===== config.mk =====
export PLATFORM = sky130hd
export DESIGN_NAME = execute_muldiv_unit
export DESIGN_NICKNAME = d
export VERILOG_FILES = /design/src/rtl/execute_muldiv_pkg.sv /design/src/rtl/execute_muldiv_unit.sv
export SDC_FILE = /design/constraint.sdc
export NUM_CORES = 1
export LEC_CHECK = 0
export ABC_AREA = 1
export CORE_UTILIZATION = 35
export CTS_BUF_LIST = sky130_fd_sc_hd__clkbuf_16
export DETAILED_ROUTE_END_ITERATION = 8
export GPL_TIMING_DRIVEN = 1
export HOLD_SLACK_MARGIN = 0.12
export SYNTH_ARGS = -nofsm -noshare
export SYNTH_HDL_FRONTEND = slang
export SYNTH_SLANG_ARGS = --single-unit
export TNS_END_PERCENT = 30

===== constraint.sdc =====
create_clock -name clock -period 5.3 [get_ports clock]
set_input_delay 1.06 -clock clock [delete_from_list [all_inputs] [get_ports clock]]
set_output_delay 1.06 -clock clock [all_outputs]
set_load 0.01 [all_outputs]

===== src/rtl/execute_muldiv_pkg.sv =====
// Shared types, func3 op codes and sign helpers for the execute-stage
// RV32M multiply/divide unit.
package execute_muldiv_pkg;

    localparam int ITERATIONS = 32;

    typedef enum logic [1:0] {
        IDLE = 2'd0,
        MUL  = 2'd1,
        DIV  = 2'd2,
        DONE = 2'd3
    } state_e;

    localparam logic [2:0] F3_MUL    = 3'b000;
    localparam logic [2:0] F3_MULH   = 3'b001;
    localparam logic [2:0] F3_MULHSU = 3'b010;
    localparam logic [2:0] F3_MULHU  = 3'b011;
    localparam logic [2:0] F3_DIV    = 3'b100;
    localparam logic [2:0] F3_DIVU   = 3'b101;
    localparam logic [2:0] F3_REM    = 3'b110;
    localparam logic [2:0] F3_REMU   = 3'b111;

    function automatic logic a_is_signed(input logic [2:0] f3);
        return (f3 == F3_MULH) || (f3 == F3_MULHSU) || (f3 == F3_DIV) || (f3 == F3_REM);
    endfunction

    function automatic logic b_is_signed(input logic [2:0] f3);
        return (f3 == F3_MULH) || (f3 == F3_DIV) || (f3 == F3_REM);
    endfunction

    function automatic logic [31:0] neg32_if(input logic [31:0] v, input logic neg);
        return neg ? (~v + 32'd1) : v;
    endfunction

    function automatic logic [63:0] neg64_if(input logic [63:0] v, input logic neg);
        return neg ? (~v + 64'd1) : v;
    endfunction

endpackage


===== src/rtl/execute_muldiv_unit.sv =====
// Iterative RV32M multiply/divide unit beside the ALU: shift-add multiplier and
// restoring divider on magnitudes, 32 cycles per op, stalls the front end.
module execute_muldiv_unit
    import execute_muldiv_pkg::*;
(
    input  logic        clock,
    input  logic        reset,
    input  logic        start,
    input  logic [31:0] operandA,
    input  logic [31:0] operandB,
    input  logic [2:0]  func3,
    input  logic        flush,
    output logic        stallRequest,
    output logic        busy,
    output logic        resultValid,
    output logic [31:0] result
);

    state_e      state_q;
    logic [5:0]  cnt_q;
    logic [2:0]  op_q;
    logic [31:0] opb_q;    // multiplicand or divisor magnitude
    logic [63:0] acc_q;    // {hi, lo} product, or {remainder, dividend/quotient}
    logic        neg_q;    // final result must be negated
    logic [31:0] result_q;
    logic        valid_q;

    // Operand decode at issue
    logic        sa, sb;
    logic [31:0] mag_a, mag_b;
    logic        div_zero, div_ovf;
    logic [31:0] special_res;

    assign sa    = a_is_signed(func3) & operandA[31];
    assign sb    = b_is_signed(func3) & operandB[31];
    assign mag_a = neg32_if(operandA, sa);
    assign mag_b = neg32_if(operandB, sb);

    assign div_zero = (operandB == 32'd0);
    assign div_ovf  = ((func3 == F3_DIV) || (func3 == F3_REM)) &&
                      (operandA == 32'h8000_0000) && (operandB == 32'hFFFF_FFFF);

    always_comb begin
        special_res = 32'd0;
        if (div_zero)
            special_res = func3[1] ? operandA : 32'hFFFF_FFFF;
        else
            special_res = func3[1] ? 32'd0 : 32'h8000_0000;
    end

    // One shift-add step: conditionally add multiplicand to the high half, shift right
    logic [32:0] mul_sum;
    logic [63:0] mul_step;
    logic [63:0] mul_prod;
    logic [31:0] mul_final;

    assign mul_sum   = {1'b0, acc_q[63:32]} + (acc_q[0] ? {1'b0, opb_q} : 33'd0);
    assign mul_step  = {mul_sum, acc_q[31:1]};
    assign mul_prod  = neg64_if(mul_step, neg_q);
    assign mul_final = (op_q == F3_MUL) ? mul_prod[31:0] : mul_prod[63:32];

    // One restoring-divide step: shift next dividend bit into the remainder, trial subtract
    logic [32:0] div_shift;
    logic        div_borrow;
    logic [31:0] div_diff;
    logic [63:0] div_step;
    logic [31:0] div_final;

    assign div_shift  = {acc_q[63:32], acc_q[31]};
    assign div_borrow = (div_shift < {1'b0, opb_q});
    assign div_diff   = div_shift[31:0] - opb_q;
    assign div_step   = div_borrow ? {div_shift[31:0], acc_q[30:0], 1'b0}
                                   : {div_diff,        acc_q[30:0], 1'b1};
    assign div_final  = op_q[1] ? neg32_if(div_step[63:32], neg_q)
                                : neg32_if(div_step[31:0],  neg_q);

    always_ff @(posedge clock or posedge reset) begin
        if (reset) begin
            state_q  <= IDLE;
            cnt_q    <= 6'd0;
            op_q     <= 3'd0;
            opb_q    <= 32'd0;
            acc_q    <= 64'd0;
            neg_q    <= 1'b0;
            result_q <= 32'd0;
            valid_q  <= 1'b0;
        end else if (flush) begin
            state_q <= IDLE;
            cnt_q   <= 6'd0;
            valid_q <= 1'b0;
        end else begin
            valid_q <= 1'b0;
            case (state_q)
                IDLE: begin
                    if (start) begin
                        cnt_q <= 6'd0;
                        op_q  <= func3;
                        if (!func3[2]) begin
                            acc_q   <= {32'd0, mag_b};
                            opb_q   <= mag_a;
                            neg_q   <= sa ^ sb;
                            state_q <= MUL;
                        end else if (div_zero || div_ovf) begin
                            result_q <= special_res;
                            valid_q  <= 1'b1;
                            state_q  <= DONE;
                        end else begin
                            acc_q   <= {32'd0, mag_a};
                            opb_q   <= mag_b;
                            neg_q   <= func3[1] ? sa : (sa ^ sb);
                            state_q <= DIV;
                        end
                    end
                end
                MUL: begin
                    acc_q <= mul_step;
                    cnt_q <= cnt_q + 6'd1;
                    if (cnt_q == 6'(ITERATIONS - 1)) begin
                        result_q <= mul_final;
                        valid_q  <= 1'b1;
                        state_q  <= DONE;
                    end
                end
                DIV: begin
                    acc_q <= div_step;
                    cnt_q <= cnt_q + 6'd1;
                    if (cnt_q == 6'(ITERATIONS - 1)) begin
                        result_q <= div_final;
                        valid_q  <= 1'b1;
                        state_q  <= DONE;
                    end
                end
                DONE: begin
                    state_q <= IDLE;
                end
                default: state_q <= IDLE;
            endcase
        end
    end

    assign stallRequest = ((state_q == IDLE) && start && !flush) ||
                          (state_q == MUL) || (state_q == DIV);
    assign busy         = (state_q != IDLE);
    assign resultValid  = valid_q;
    assign result       = result_q;

endmodule

Word-level counts from Yosys, hierarchy flattened

Index checks and enable logic that the tools add are counted.

Add/subtract/negate cells: 8
Multiplexer cells: 42
Equality and inequality tests: 19
Bitwise operators: 9
Reduce and logical (&&, ||, !) cells: 27
Order comparisons: 1

Operators with widths:

| cell                                                                  | count |
|---|---|
| 32-bit two-way mux                                                    | 17 |
| 64-bit two-way mux                                                    | 5 |
| 64-bit case mux with 3 select lines                                   | 1 |
| 32-bit by 1-bit adder with 32-bit output, second input constant       | 4 |
| 32-bit inverter                                                       | 4 |
| 32-bit case mux with 3 select lines                                   | 1 |
| 64-bit by 1-bit adder with 64-bit output, second input constant       | 1 |
| 32-bit equality test, second input constant                           | 2 |
| 64-bit inverter                                                       | 1 |
| 32-bit by 32-bit adder with 33-bit output                             | 1 |
| 33-bit by 32-bit less-than comparator with 1-bit output               | 1 |
| 32-bit logical NOT                                                    | 1 |
| 32-bit subtractor                                                     | 1 |
| 6-bit two-way mux                                                     | 2 |
| 2-bit != test, second input constant                                  | 6 |
| 6-bit case mux with 2 select lines                                    | 1 |
| 1-bit logical OR                                                      | 9 |
| 1-bit two-way mux                                                     | 9 |
| 2-bit two-way mux                                                     | 4 |
| 4-bit AND reduction                                                   | 2 |
| 7-bit AND reduction                                                   | 1 |
| 6-bit by 1-bit adder with 6-bit output, second input constant         | 1 |
| 3-bit equality test, second input constant                            | 2 |
| 6-bit by 5-bit equality test with 1-bit output, second input constant | 1 |
| other kinds (20)                                                      | 28 |

Logic and storage cells: 114
Input bits: 71
Bits in registers: 141
Output and inout bits: 35

Logic depth before layout (Yosys ltp)

Word-level depth: 10
Gate-level depth with buffers: 29
Mapped depth without buffers: 29

Worst setup path after synthesis

No wires, ideal clock.

Path kind: reg2reg
From: register acc_q[0]
To: register result_q[27] (netlist: result[27])
Clock period less this slack: 3.243 ns
Stages on the path, launching flop included: 26
Arrival time: 3.126 ns
Slack: 2.057 ns
Required time: 5.183 ns
Setup time: 0.117 ns
Cells stage by stage: dfrtp_1 -> clkbuf_1 -> clkbuf_1 -> nand2_1 -> inv_1 -> ha_1 -> fa_1 -> nand2_1 -> inv_1 -> nand2_1 -> nand3_1 -> xor2_1 -> inv_1 -> nand2_1 -> nor2_1 -> nand2_1 -> nor2_1 -> nand2_1 -> nor2_2 -> nand3b_1 -> nand3_1 -> nand3_1 -> a21oi_1 -> nand2_1 -> nand2_1 -> nand2_1

Cells in the longest elaborated chain, start to end: 8

Ends and longest elaborated chain:

| item                                      | RTL line                   | source |
|---|---|---|
| start: declaration                        | execute_muldiv_unit.sv:23  | `logic [63:0] acc_q;` |
| start signal: assignment                  | execute_muldiv_unit.sv:99  | `acc_q <= {32'd0, mag_b};` |
| start signal: assignment                  | execute_muldiv_unit.sv:108 | `acc_q <= {32'd0, mag_a};` |
| start signal: assignment                  | execute_muldiv_unit.sv:116 | `acc_q <= mul_step;` |
| 32-bit two-way mux                        | execute_muldiv_unit.sv:57  | `assign mul_sum = {1'b0, acc_q[63:32]} + (acc_q[0] ? {1'b0, opb_q} : 33'd0);` |
| 32-bit by 32-bit adder with 33-bit output | execute_muldiv_unit.sv:57  |  |
| 64-bit inverter                           | execute_muldiv_pkg.sv:36   | `return neg ? (~v + 64'd1) : v;` |
| 64-bit by 1-bit adder with 64-bit output  | execute_muldiv_pkg.sv:36   |  |
| 64-bit two-way mux                        | execute_muldiv_pkg.sv:36   |  |
| 32-bit two-way mux                        | execute_muldiv_unit.sv:60  | `assign mul_final = (op_q == F3_MUL) ? mul_prod[31:0] : mul_prod[63:32];` |
| 32-bit two-way mux                        | execute_muldiv_unit.sv:118 | `if (cnt_q == 6'(ITERATIONS - 1)) begin` |
| 32-bit case mux with 3 select lines (*)   | execute_muldiv_unit.sv:93  | `case (state_q)` |
| end signal: assignment                    | execute_muldiv_unit.sv:104 | `result_q <= special_res;` |
| end signal: assignment                    | execute_muldiv_unit.sv:119 | `result_q <= mul_final;` |
| end signal: assignment                    | execute_muldiv_unit.sv:128 | `result_q <= div_final;` |
| end: declaration                          | execute_muldiv_unit.sv:25  | `logic [31:0] result_q;` |

Mark *: on every way between the ends. The rest lies on a longest branch, timed or not. The select of a mux whose other input is x is not followed.
A chain may end at the register's enable or synchronous reset.

Worst setup path in the final report

From: register acc_q[0]
To: register result_q[31] (netlist: result[31])

The elaborated chain is that of the path after synthesis.

==> summary.md <==
Status
- completed — result of the run

Placement
- 1.08 — routability-driven placement congestion ratio
- 72000 um — Post-DP HPWL
- 105 — # port buffers
- 20700 um^2 — Area after DPL

CTS
- 2 — worst-case clock buffer depth
- 0 — number of buffers inserted by post-CTS setup repair
- 4 — H-Tree Level Count
- 0 — CTS hold repair buffers
- 0.07 ns — register clock-pin slew on the reported worst setup and hold paths
- 17 — clock buffer count from CTS
- sky130_fd_sc_hd__clkbuf_16 — Root Driver
- 0 — cells resized by post-CTS repair
- built — TritonCTS clock tree
- 0.46 ns — worst-skew pair later-pin latency
- 141 — TritonCTS Sinks

Final layout
- 3567 — number of nets in the finished design
- 21300 um^2 — post-route design area
- 0 — Antenna Cells
- 0.0536 — layout cells sized above 1
- 11.7% — signed area change from the synthesized netlist to the final layout

Min path
- register to register — hold crit path type
- result[25] — start point of the worst min-delay path

Route
- 0 — post-detailed-route count of antenna-violating nets
- 0 — # DRC
- 7 — number of search-and-repair iterations in the first detailed-routing pass
- 21.6 um — routed length per instance
- 89000 um — total length of routed wires
- 2739 — iteration-0 DRC count of the detailed router
- 5.57 — vias per inst
- 22992 — routed vias

Synth
- 3533 — Mapped Nets
- 5.63 um^2 — average size of a mapped cell
- simple AND/OR/NAND/NOR gates — dominant combinational cell family by area after synthesis
- 0 — number of warnings printed during yosys synthesis
- 0.430 — area share of and/or/nand/nor cells after synthesis
- 0.0409 — XOR/XNOR Fraction of Synth Area
- 0.162 — share of the synthesized area in compound gates (AO/OA/AOI/OAI)
- 0.0514 — adder and majority gate portion of the synthesized area
- 0.185 — fraction of the yosys area taken by sequential cells
- 19000 um^2 — Cell Area, Synth
- 0 — portion of netlist area occupied by mux cells
- 141 — number of synthesized register bits
- 3385 — cells after synthesis
- 55 — Cell variety after synth

Power
- 11.0 nW — leakage power
- 11.7 mW — Power Total
- 552 nW/um^2 — Pwr Density
- 0.170 — sequential group share of total power
- 7.12 mW — total net switching power
- 0.271 mV — worst supply voltage drop on vdd
- 4.62 mW — internal cell power
- 0.721 — Logic pwr share
- 0.606 — fraction of power spent switching nets
- 0.109 — Clk network pwr share

Floorplan
- 85 — # rows
- 235 um — horizontal die dimension
- 0.354 — starting utilization of the core area
- 53800 um^2 — area of the core
- 235 um — Die Y
- 55300 um^2 — Die ar.
- 106 — number of top-level pins

Critical path
- acc_q[0] — startpoint of the worst setup timing path
- register to register — CP Class
- acc_q[0] — worst reg2reg startpoint
- register — endpoint kind of the worst setup timing path
- 4.77 ns — data arrival time of the worst path
- 5.64 ns — worst path required time
- 31 — Worst Path Max Fanout
- register — Setup crit start kind

Timing
- 0.0210 ns — skew final
- 0 — final slew viol count
- 0.835 — period utilisation layout
- 0 ns — Setup TNS
- 1.02 ns — Least-Margin Pin Slew
- no — setup repair after global routing missed its margin
- 0 — Final Hold Vio Count
- 0 — Setup-failing EPs final
- 4.43 ns — Period minus WS final
- 0.319 — worst-case headroom to the max-slew limit
- 226 MHz — fmax

Global routing
- 2 — number of antenna violations at the first check in global routing
- 20993 — vias in the first global route
- 81 — largest net degree at the start of global routing
- 132000 um — global-route wire length before repair
- 0 — overall overflow remaining after global route
- 0.316 — total track usage

Flow run
- 0 — max_cap viols

==> area by class of cell <==
cell class | instances | area [um^2]
clock buffer | 17 | 425
clock inverter | 15 | 160
fill | 5996 | 32500
inverter | 516 | 1940
multi-input combinational | 2605 | 13000
sequential | 141 | 3530
tap | 696 | 871
timing repair buffer | 138 | 1290
==> routing by layer <==
layer  track usage  wire length (um)  vias up
met5             0                23        -
met4         0.201              6160        4
met3        0.0556              8690      266
met2         0.485             37900     1325
met1         0.411             36200    10434
li1              -                 -    10963
==> state kept, by name, summed over array words and instances, names as in the netlist <==
register and cells:
acc_q 64, cnt_q 6, op_q 3, opb_q 32, result 32, neg_q 1
state_q 2, resultValid 1
==> stage by stage <==
| step | cells | utilization | setup slack, ns | hold slack (ns) |
|---|---|---|---|---|
| after global placement | 4096 | 0.384 | 1.04 | 0.466 |
| after CTS | 4128 | 0.395 | 1.07 | 0.485 |
| after global routing | 4128 | 0.395 | 0.603 | 0.502 |
| final | 4128 | 0.395 | 0.873 | 0.484 |
| after detailed placement | 4096 | 0.384 | 0.895 | 0.465 |
| after floorplan | 3385 | - | 0.459 | 0.454 |
==> worst max-delay path: stages, from the launching register on <==
cell and delay, ns:
sky130_fd_sc_hd__dfrtp_1 0.38, sky130_fd_sc_hd__buf_4 0.38, sky130_fd_sc_hd__nand2_1 0.10, sky130_fd_sc_hd__inv_1 0.12, sky130_fd_sc_hd__ha_1 0.41, sky130_fd_sc_hd__nand2_1 0.20, sky130_fd_sc_hd__inv_1 0.07, sky130_fd_sc_hd__a21oi_1 0.36
sky130_fd_sc_hd__o21ai_0 0.31, sky130_fd_sc_hd__nand2_1 0.17, sky130_fd_sc_hd__nand4_1 0.09, sky130_fd_sc_hd__nand2_1 0.22, sky130_fd_sc_hd__nand2_1 0.11, sky130_fd_sc_hd__nor2_1 0.15, sky130_fd_sc_hd__nand2_1 0.09, sky130_fd_sc_hd__nor2_1 0.15
sky130_fd_sc_hd__nand2_1 0.09, sky130_fd_sc_hd__nand3_1 0.07, sky130_fd_sc_hd__nand3_1 0.17, sky130_fd_sc_hd__a21oi_1 0.29, sky130_fd_sc_hd__nand2_1 0.21, sky130_fd_sc_hd__nand2_1 0.11, sky130_fd_sc_hd__nand2_1 0.05
==> cells in the final DEF, fill, tap and decap left out, types with 4 or more instances in the layout <==
cell type,n
sky130_fd_sc_hd__inv_6,5
sky130_fd_sc_hd__xnor2_1,15
sky130_fd_sc_hd__inv_2,15
sky130_fd_sc_hd__inv_1,497
sky130_fd_sc_hd__a22oi_1,21
sky130_fd_sc_hd__o21bai_1,5
sky130_fd_sc_hd__ha_1,75
sky130_fd_sc_hd__dfrtp_1,140
sky130_fd_sc_hd__a22o_1,10
sky130_fd_sc_hd__o211ai_1,50
sky130_fd_sc_hd__xor2_1,74
sky130_fd_sc_hd__clkinv_1,4
sky130_fd_sc_hd__and3_1,4
sky130_fd_sc_hd__o311ai_0,12
sky130_fd_sc_hd__clkdlybuf4s50_1,104
sky130_fd_sc_hd__nand3_1,262
sky130_fd_sc_hd__nand3_2,19
sky130_fd_sc_hd__nand2_1,1087
sky130_fd_sc_hd__o21ai_1,12
sky130_fd_sc_hd__or2_2,6
sky130_fd_sc_hd__nand4_1,45
sky130_fd_sc_hd__o2111ai_1,6
sky130_fd_sc_hd__nand2_2,36
sky130_fd_sc_hd__nor2_4,9
sky130_fd_sc_hd__nand3b_1,14
sky130_fd_sc_hd__a31oi_1,19
sky130_fd_sc_hd__nor2_2,19
sky130_fd_sc_hd__o22ai_1,61
sky130_fd_sc_hd__a21oi_1,130
sky130_fd_sc_hd__nor4_1,6
sky130_fd_sc_hd__nor3_1,42
sky130_fd_sc_hd__buf_4,33
sky130_fd_sc_hd__clkbuf_16,17
sky130_fd_sc_hd__nor2_1,362
sky130_fd_sc_hd__o21ai_0,157
sky130_fd_sc_hd__o31ai_1,14
==> cells by family after synthesis <==
family	count (synthesis)
adders and majority gates	77
DFF	141
buffers and inverters	639
AOI/OAI and AO/OA	516
and+or+nand+nor	1923
xor gates and xnor gates	89
==> synth_stat cells, drive strengths merged <==
| cell type | instances | share of area |
|---|---|---|
| dfrtp | 141 | 0.19 |
| nand3 | 281 | 0.079 |
| a22oi | 21 | 0.0083 |
| nor3b | 1 | 0.00039 |
| nor2 | 390 | 0.083 |
| buf | 32 | 0.011 |
| xnor2 | 15 | 0.0069 |
| clkbuf | 91 | 0.018 |
| or2 | 6 | 0.0020 |
| and2 | 2 | 0.00066 |
| nand2 | 1124 | 0.23 |
| o2111ai | 6 | 0.0028 |
| clkinv | 5 | 0.00099 |
| o21bai | 5 | 0.0020 |
| nand4 | 46 | 0.015 |
| o31ai | 14 | 0.0055 |
| a21oi | 133 | 0.036 |
| xor2 | 74 | 0.034 |
| a21o | 3 | 0.0012 |
| fa | 2 | 0.0021 |
| o211ai | 50 | 0.020 |
| a22o | 10 | 0.0046 |
| o22ai | 61 | 0.020 |
| ha | 75 | 0.049 |
| o21ai | 171 | 0.045 |
| nor3 | 46 | 0.013 |
| and3 | 4 | 0.0013 |
| nor4 | 8 | 0.0033 |
| a211oi | 3 | 0.0012 |
| o311ai | 12 | 0.0055 |
| o221ai | 3 | 0.0014 |
| a31oi | 19 | 0.0062 |
| inv | 511 | 0.10 |
| nor4b | 1 | 0.00046 |
| o21a | 2 | 0.00079 |
| nand3b | 14 | 0.0055 |
| a2111oi | 3 | 0.0014 |
==> power groups by stage <==
stage,registers (mW),logic [mW],clock network (mW)
final,2.00,8.46,1.28
after CTS,1.97,8.15,1.27
after global placement,1.99,8.14,0
after detailed placement,1.99,8.12,0
after global routing,2.03,9.16,1.31
after floorplan,1.79,5.33,0
==> worst paths after layout <==
check / to / slack [ns] / cells after the start
worst max-delay path: result[31] / 0.87 / 22
worst min-delay path: result[25] / 0.48 / 2
worst max register to register: result[31] / 0.87 / 22
worst min register to register: result[25] / 0.48 / 2
max in group asynchronous: acc_q[55] / 3.20 / 3
min in group asynchronous: resultValid / 1.06 / 2
Power figures use the tool's default switching activity.
